===== config.mk =====
export PLATFORM = sky130hd
export DESIGN_NAME = barrel_shift_ctrl
export DESIGN_NICKNAME = d
export VERILOG_FILES = /design/src/rtl/barrel_shift_ctrl.sv
export SDC_FILE = /design/constraint.sdc
export NUM_CORES = 1
export LEC_CHECK = 0
export ABC_CLOCK_PERIOD_IN_PS = 2700
export CAP_MARGIN = 20
export CORE_MARGIN = 10
export CORE_UTILIZATION = 42
export DETAILED_ROUTE_END_ITERATION = 10
export MAX_ROUTING_LAYER = met4
export PLACE_DENSITY_LB_ADDON = 0.2
export SETUP_SLACK_MARGIN = 0.5
export SYNTH_ARGS = -nofsm -noshare
export SYNTH_HDL_FRONTEND = slang
export SYNTH_SLANG_ARGS = --single-unit
export TNS_END_PERCENT = 100

===== constraint.sdc =====
create_clock -name clk -period 2.7 [get_ports clk]
set_input_delay 0.54 -clock clk [delete_from_list [all_inputs] [get_ports clk]]
set_output_delay 0.54 -clock clk [all_outputs]
set_load 0.02 [all_outputs]

===== src/rtl/barrel_shift_ctrl.sv =====
// Round-robin arbiter and pass sequencer for a shared 4-bit logical barrel shifter.
// A job of any amount is split into passes of at most MAX_STEP positions.
module barrel_shift_ctrl #(
    parameter int DATA_W   = 4,
    parameter int AMT_W    = 4,
    parameter int MAX_STEP = 3
) (
    input  logic              clk,
    input  logic              rst,
    input  logic [1:0]        req_valid,
    output logic [1:0]        req_ready,
    input  logic [DATA_W-1:0] req0_data,
    input  logic [AMT_W-1:0]  req0_amt,
    input  logic              req0_dir,
    input  logic [DATA_W-1:0] req1_data,
    input  logic [AMT_W-1:0]  req1_amt,
    input  logic              req1_dir,
    output logic              resp_valid,
    input  logic              resp_ready,
    output logic [DATA_W-1:0] resp_data,
    output logic              resp_id,
    output logic [DATA_W-1:0] sh_data_in,
    output logic [1:0]        sh_shift_amt,
    output logic              sh_dir,
    input  logic [DATA_W-1:0] sh_data_out,
    output logic              busy
);

    typedef enum logic [1:0] {
        IDLE  = 2'd0,
        SHIFT = 2'd1,
        DONE  = 2'd2
    } state_e;

    localparam logic [AMT_W-1:0] MAX_STEP_A = AMT_W'(MAX_STEP);

    state_e            state_q, state_d;
    logic              rr_ptr_q, rr_ptr_d;
    logic [DATA_W-1:0] acc_q, acc_d;
    logic [AMT_W-1:0]  rem_q, rem_d;
    logic              dir_q, dir_d;
    logic              id_q, id_d;

    logic [AMT_W-1:0]  step;
    logic              grant_id;
    logic [1:0]        grant;

    // Grants only while idle; on contention the pointer picks, otherwise the lone requester wins.
    always_comb begin
        grant    = 2'b00;
        grant_id = 1'b0;
        if (state_q == IDLE && !rst) begin
            grant_id = (req_valid == 2'b11) ? rr_ptr_q : req_valid[1];
            if (req_valid != 2'b00) begin
                grant = grant_id ? 2'b10 : 2'b01;
            end
        end
    end

    assign req_ready = grant;

    // NOTE: every variable gets a default before the case so no path leaves one unassigned,
    // which would otherwise infer a latch.
    always_comb begin
        state_d      = state_q;
        rr_ptr_d     = rr_ptr_q;
        acc_d        = acc_q;
        rem_d        = rem_q;
        dir_d        = dir_q;
        id_d         = id_q;
        step         = (rem_q > MAX_STEP_A) ? MAX_STEP_A : rem_q;
        sh_data_in   = acc_q;
        sh_dir       = dir_q;
        sh_shift_amt = 2'b00;

        case (state_q)
            IDLE: begin
                if (grant != 2'b00) begin
                    rr_ptr_d = ~grant_id;
                    id_d     = grant_id;
                    acc_d    = grant_id ? req1_data : req0_data;
                    rem_d    = grant_id ? req1_amt  : req0_amt;
                    dir_d    = grant_id ? req1_dir  : req0_dir;
                    state_d  = (rem_d == '0) ? DONE : SHIFT;
                end
            end
            SHIFT: begin
                sh_shift_amt = step[1:0];
                acc_d        = sh_data_out;
                rem_d        = rem_q - step;
                if (rem_q == step) begin
                    state_d = DONE;
                end
            end
            DONE: begin
                if (resp_ready) begin
                    state_d = IDLE;
                end
            end
            default: state_d = IDLE;
        endcase
    end

    // NOTE: state registers use non-blocking assignments so every flop samples pre-edge values.
    always_ff @(posedge clk) begin
        if (rst) begin
            state_q  <= IDLE;
            rr_ptr_q <= 1'b0;
            acc_q    <= '0;
            rem_q    <= '0;
            dir_q    <= 1'b0;
            id_q     <= 1'b0;
        end else begin
            state_q  <= state_d;
            rr_ptr_q <= rr_ptr_d;
            acc_q    <= acc_d;
            rem_q    <= rem_d;
            dir_q    <= dir_d;
            id_q     <= id_d;
        end
    end

    assign resp_valid = (state_q == DONE);
    assign resp_data  = acc_q;
    assign resp_id    = id_q;
    assign busy       = (state_q != IDLE);

endmodule


==> results.py, run 1 <==
metrics = {
    "final_layout": {
        "area_growth_pct": 57.29,
        "final_layout_size_suffix_gt1_share_pct": 22.92,
        "fill_cells": 175,
        "final_nets": 173,
        "antennaDiodeCount": 0,
    },
    "sta": {
        "clock_skew_ns": 0.0006815,
        "finalSetupViolCount": 0,
        "holdWs_ns": 0.4776,
        "rsz0062_at_grt": "no",
        "tns_ns": 0,
        "finalCriticalPeriod_ns": 2.136,
        "timing.final.crit_share_pct": 79.13,
        "hold_viol_final": 0,
        "slew_violations": 0,
        "slew_headroom_pct": 77.89,
        "timing_worst_slew_pin_value_ns": 0.3316,
        "max_freq_ghz": 0.4681,
    },
    "placed_design": {
        "post-dp-hpwl_mm": 2.276,
        "place.port_buffers": 42,
        "place_congestion": 0.8193,
    },
    "global_routing": {
        "antenna_found_initial": 0,
        "grt_max_degree": 10,
        "grt_pass1_vias": 993,
        "grt_pass1_wl_mm": 4.705,
        "grt_use_total_pct": 14.05,
        "overflow": 0,
    },
    "die": {
        "num_io_pins": 43,
        "start_util_pct": 43.75,
        "dieHeight_um": 65.21,
        "die_x_um": 65.21,
        "num_rows": 16,
        "design.core.area_um2": 1962,
        "dieArea_um2": 4252,
    },
    "detailed_routing": {
        "drt_wl_total_mm": 2.807,
        "drtPass1Iterations": 4,
        "drt-vias-per-instance": 5.392,
        "drt_iter0_markers": 42,
        "drc": 0,
        "detail-route-antenna-nets": 0,
        "routed-via-count": 922,
        "wl_per_cell_um": 16.42,
    },
    "status": {
        "status": "finished clean",
    },
    "clock_tree": {
        "clk_path_buf_depth": 2,
        "cts_setup_buffers": 0,
        "clkTransAtPathRegs_ns": 0.08,
        "cts_hold_buf": 0,
        "cts.sink_count": 13,
        "cts_buffers": 3,
        "cts_max_level": 1,
        "cts_tree": "built",
        "root_buffer": "clkbuf_4",
        "insertion_delay_ns": 0.29,
    },
    "worst_setup_path": {
        "rr_worst_depth": 6,
        "cp.required_ns": 2.16,
        "max_stage_delay_ns": 0.51,
        "crit_buf_inv": 2,
        "worstPathMaxFanout": 4,
        "crit_arrival_ns": 1.60,
        "path_depth": 4,
        "path_cells": "clkdlybuf4s50_1 -> a21boi_2 -> and2_1 -> buf_4",
        "cpLargestDelayFamily": "buffers and inverters",
        "cp-start-kind": "primary input",
        "worstSetupEndpointType": "primary output",
        "critPathKind": "in -> out",
        "cp_slowest_cell": "clkdlybuf4s50_1",
    },
    "power": {
        "power-per-cell-area_nw_per_um2": 962.0,
        "p_leak_nw": 0.5728,
        "ir_drop_uv": 615.6,
    },
    "yosys": {
        "synth.cell_area_um2": 858.3,
        "synth_area_leader_cell": "dfxtp_1",
        "ys_ff_latch": 13,
        "yosysWarnings": 0,
        "synth_top_area_share_pct": 30.32,
        "syn_avg_cell_area_um2": 8.670,
        "synth.area.top_cells": "dfxtp_1 (30%), o41ai_2 (9.5%), buf_4 (5.2%)",
        "synth_top_flop_cell": "dfxtp_1",
        "synth_edf_count": 0,
        "synth_nets": 127,
        "synth_common_cells": "dfxtp_1 (13), nand2_1 (10), nor2_1 (9)",
        "ys_seq_area_share_pct": 30.32,
        "async_reset_ff_share_pct": 0,
        "ys_types": 35,
        "synth_most_common_cell": "dfxtp_1",
        "syn_inst": 99,
    },
    "flow_run": {
        "maxCapViolCount": 0,
    },
    "hold_path": {
        "hold_path.class": "reg -> reg",
        "min_path_cells": 2,
    },
}
## kinds of logic (layout without fill, tap and decap cells)
family,count (synthesis),in the layout,synth area share (%)
simple gates,46,46,29.88
flops,13,13,30.32
compound gates,26,26,27.70
fa+ha+maj,1,1,1.457
mux,2,2,2.915
buf+inv,11,56,7.726
## path summary, 6_finish.rpt
kind | startpoint | slack (ns) | to
worst max-delay path | req_valid[0] | 0.56 | req_ready[0]
worst min-delay path | resp_id | 0.48 | resp_id
worst max register to register | rem_q[2] | 1.07 | rem_q[2]
worst min register to register | resp_id | 0.48 | resp_id
## cell usage in the layout, fill, tap and decap left out, types with 2 or more instances in the layout
cell type and instances:
clkdlybuf4s50_1 35, dfxtp_1 11, nand2_1 10, nor2_1 9, buf_4 7, or2_2 5
nor2b_1 5, o41ai_2 5, nor3_1 5, a21oi_1 4, inv_1 3, clkbuf_4 3
dlygate4sd2_1 3, o31a_1 2, nand2b_1 2, or3_1 2, a32oi_1 2, a22oi_1 2
o21ai_0 2, nor4_1 2, dlymetal6s2s_1 2, dfxtp_2 2
## repair_timing
action                                  4_1_cts  5_1_grt
endpoints found under the setup margin        6        3
pin swaps                                     0        1
resized for setup                            15        4
## state kept, by name, summed over array words and instances (netlist names)
| name | count |
|---|---|
| rem_q | 4 |
| resp_data | 4 |
| state_q | 2 |
| resp_id | 1 |
| rr_ptr_q | 1 |
| sh_dir | 1 |
## routing by layer
metal	global-route usage (%)	part of all wire [%]	up-vias
li1	-	-	453
met1	16.23	43	426
met2	21.83	47	37
met3	4.068	7.8	6
met4	6.684	2.0	0
met5	-	0	-
## stage by stage
stage | cells | util (%) | area (um^2) | setup WS, ns | power, W
after floorplan | 99 | - | 858.3 | 0.9440 | 0.0008799
after global placement | 167 | 66.71 | 1309 | 0.06842 | 0.001164
after detailed placement | 167 | 66.71 | 1309 | 0.01805 | 0.001176
after CTS | 171 | 68.24 | 1339 | 0.5088 | 0.001305
after global routing | 171 | 68.81 | 1350 | 0.5165 | 0.001406
final | 171 | 68.81 | 1350 | 0.5636 | 0.001299
## worst min-delay path: stages, from the launching register on
cell,delay [ns]
dfxtp_1,0.32
nand2_1,0.05
o21ai_0,0.06
## area by class of cell
type / instances / area (um^2) / share of cell area, %
clock buffers: 4 / 26.28 / 1.946
well taps: 27 / 33.78 / 2.502
flip-flops and latches: 13 / 262.8 / 19.46
repair buffers: 48 / 465.4 / 34.48
inverters: 4 / 17.52 / 1.298
multi-input cells: 75 / 544.3 / 40.32
## power by group
| group | internal [W] | switching (W) |
|---|---|---|
| sequential | 0.000273 | 0.0000909 |
| clock | 0.0000575 | 0.0000717 |
| combinational | 0.000393 | 0.000413 |
No activity file was read; power rests on OpenSTA's default activity.
==> run 2: changes to the inputs <==
--- a/config.mk
+++ b/config.mk
@@ -5,10 +5,10 @@
 export SDC_FILE = /design/constraint.sdc
 export NUM_CORES = 1
 export LEC_CHECK = 0
-export ABC_CLOCK_PERIOD_IN_PS = 2700
+export ABC_CLOCK_PERIOD_IN_PS = 1710
 export CAP_MARGIN = 20
 export CORE_MARGIN = 10
-export CORE_UTILIZATION = 42
+export CORE_UTILIZATION = 35
 export DETAILED_ROUTE_END_ITERATION = 10
 export MAX_ROUTING_LAYER = met4
 export PLACE_DENSITY_LB_ADDON = 0.2
==> constraint.sdc (replaced) <==
create_clock -name clk -period 1.71 [get_ports clk]
set_input_delay 0.342 -clock clk [delete_from_list [all_inputs] [get_ports clk]]
set_output_delay 0.342 -clock clk [all_outputs]
set_load 0.02 [all_outputs]
==> run 2 against run 1 <==
Against the previous run: worst setup slack worse by 0.40 ns; critical path depth decreased by 1; cell count increased by 13%; sequential power grew 67%; sequential cell count unchanged; first-iteration DRC count grew 43%; worst hold slack worse by 0.013 ns; total power is 100% higher; routed wire length is 19% higher; utilization grew 4.1 points; global-route usage shrank 0.96 points; largest cell class unchanged; highest routed layer unchanged.
==> results.py, run 2 (synthesis gave the netlist of run 1 again) <==
metrics = {
    "status": {
        "status": "finished clean",
    },
    "clock_tree": {
        "cts_buffers": 3,
        "cts_max_level": 1,
        "clkTransAtPathRegs_ns": 0.09,
        "root_buffer": "clkbuf_4",
        "cts_hold_buf": 0,
        "cts_tree": "built",
        "cts.sink_count": 13,
        "insertion_delay_ns": 0.28,
        "clk_path_buf_depth": 2,
    },
    "sta": {
        "clock_skew_ns": 0.007041,
        "timing_worst_slew_pin_value_ns": 0.2806,
        "holdWs_ns": 0.4646,
        "timing.final.crit_share_pct": 90.44,
        "finalSetupViolCount": 0,
        "slew_headroom_pct": 81.24,
        "slew_violations": 0,
        "hold_viol_final": 0,
        "max_freq_ghz": 0.6466,
        "fin_ws_ns": 0.1635,
        "finalCriticalPeriod_ns": 1.546,
        "rsz0062_at_grt": "yes",
    },
    "worst_setup_path": {
        "rr_worst_depth": 5,
        "max_stage_delay_ns": 0.38,
        "crit_arrival_ns": 1.20,
        "regToRegEndpoint": "state_q[0]",
        "cp_slowest_cell": "dfxtp_4",
        "path_cells": "nor3_4 -> and2_4 -> buf_6",
        "r2r_start": "state_q[0]",
        "cp-start-kind": "flip-flop",
        "r2r_setup_slack_ns": 0.18,
        "worstPathMaxFanout": 4,
        "worstSetupEndpointType": "primary output",
        "cp.required_ns": 1.37,
        "critPathKind": "reg -> out",
    },
    "flow_run": {
        "maxCapViolCount": 0,
    },
    "global_routing": {
        "grt_busiest_layer": "met2",
        "grt_use_met1_pct": 14.53,
        "grt_pass1_vias": 1113,
        "overflow": 0,
        "use_met3_pct": 2.853,
        "grt_max_degree": 11,
        "grt_use_met2_pct": 22.38,
        "antenna_found_initial": 0,
        "grt_pass1_wl_mm": 5.250,
        "grt_use_total_pct": 13.10,
    },
    "die": {
        "dieArea_um2": 4833,
        "design.core.area_um2": 2276,
        "die_x_um": 69.52,
        "num_rows": 17,
        "num_io_pins": 43,
        "dieHeight_um": 69.52,
        "start_util_pct": 37.71,
    },
    "power": {
        "p_leak_nw": 0.7356,
        "power-per-cell-area_nw_per_um2": 1594,
        "ir_drop_uv": 1002,
        "finalPower_w": 0.002647,
    },
    "detailed_routing": {
        "drt-vias-per-instance": 5.290,
        "drt_wl_total_mm": 3.347,
        "drc": 0,
        "detail-route-antenna-nets": 0,
        "drtPass1Iterations": 4,
        "wl_per_cell_um": 17.34,
        "drt_iter0_markers": 60,
        "routed-via-count": 1021,
    },
    "final_layout": {
        "final_nets": 194,
        "area_growth_pct": 93.44,
        "final_layout_size_suffix_gt1_share_pct": 56.36,
        "antennaDiodeCount": 0,
        "fin_util_pct": 72.95,
        "final_common_cell": "clkdlybuf4s50_1",
        "most-common-layout-cells": "clkdlybuf4s50_1 (23), buf_6 (19), buf_4 (14), buf_2 (10)",
        "postLayoutCellArea_um2": 1660,
    },
    "hold_path": {
        "hp-start": "resp_id",
        "hold-path-endpoint": "resp_id",
        "min_path_cells": 2,
        "hold_path.class": "reg -> reg",
    },
    "placed_design": {
        "place_congestion": 0.8588,
        "post-dp-hpwl_mm": 2.384,
        "pre_cts_ws_ns": -0.5137,
        "place.port_buffers": 42,
        "dpl_cell_area_um2": 1446,
    },
}
-- run 2: through the flow --
stage / instances / TNS (ns)
after global routing: 193 / 0
after CTS: 188 / 0
after floorplan: 99 / 0
after detailed placement: 178 / -2.183
final: 193 / 0
after global placement: 178 / -1.914
-- run 2: repair_timing --
action                     4_1_cts  5_1_grt
gates resized for setup        106       20
pin swaps                       15       10
buffers inserted                 6        5
setup endpoints to repair       29       20
-- run 2: worst max-delay path by stage --
stage / startpoint / endpoint / slack [ns]
after detailed placement: req_valid[0] / req_ready[0] / -0.51
after CTS: state_q[1] / req_ready[1] / 0.14
after global routing: state_q[0] / req_ready[1] / 0.12
after global placement: req_valid[0] / req_ready[0] / -0.46
final: state_q[0] / req_ready[0] / 0.16
after floorplan: rst / state_q[1] / 0.36
-- run 2: final cells by class --
cell class / count / area [um^2]
multi-input combinational: 75 / 669.4
inverter: 4 / 22.52
tap: 28 / 35.03
timing repair buffer: 69 / 625.6
sequential: 13 / 280.3
clock buffer: 3 / 22.52
fill: 167 / 615.6
clock inverter: 1 / 5.005
-- run 2: power breakdown --
group | switching [W] | internal, W | total [W]
sequential | 0.000152 | 0.000457 | 0.000609
combinational | 0.000877 | 0.000957 | 0.00183
clock | 0.000117 | 0.0000867 | 0.000204
total | 0.00115 | 0.00150 | 0.00265
-- run 2: per-layer routing --
metal,share of wire (%),vias to the layer above
li1,-,496
met1,43,486
met2,52,33
met3,4.1,6
met4,0.96,0
met5,0,-
-- run 2: critical path: cells and delay by family, from the launching register on --
kind / cells / cell delay [ns]
simple gates: 2 / 0.44
flops: 1 / 0.38
buf+inv: 1 / 0.11
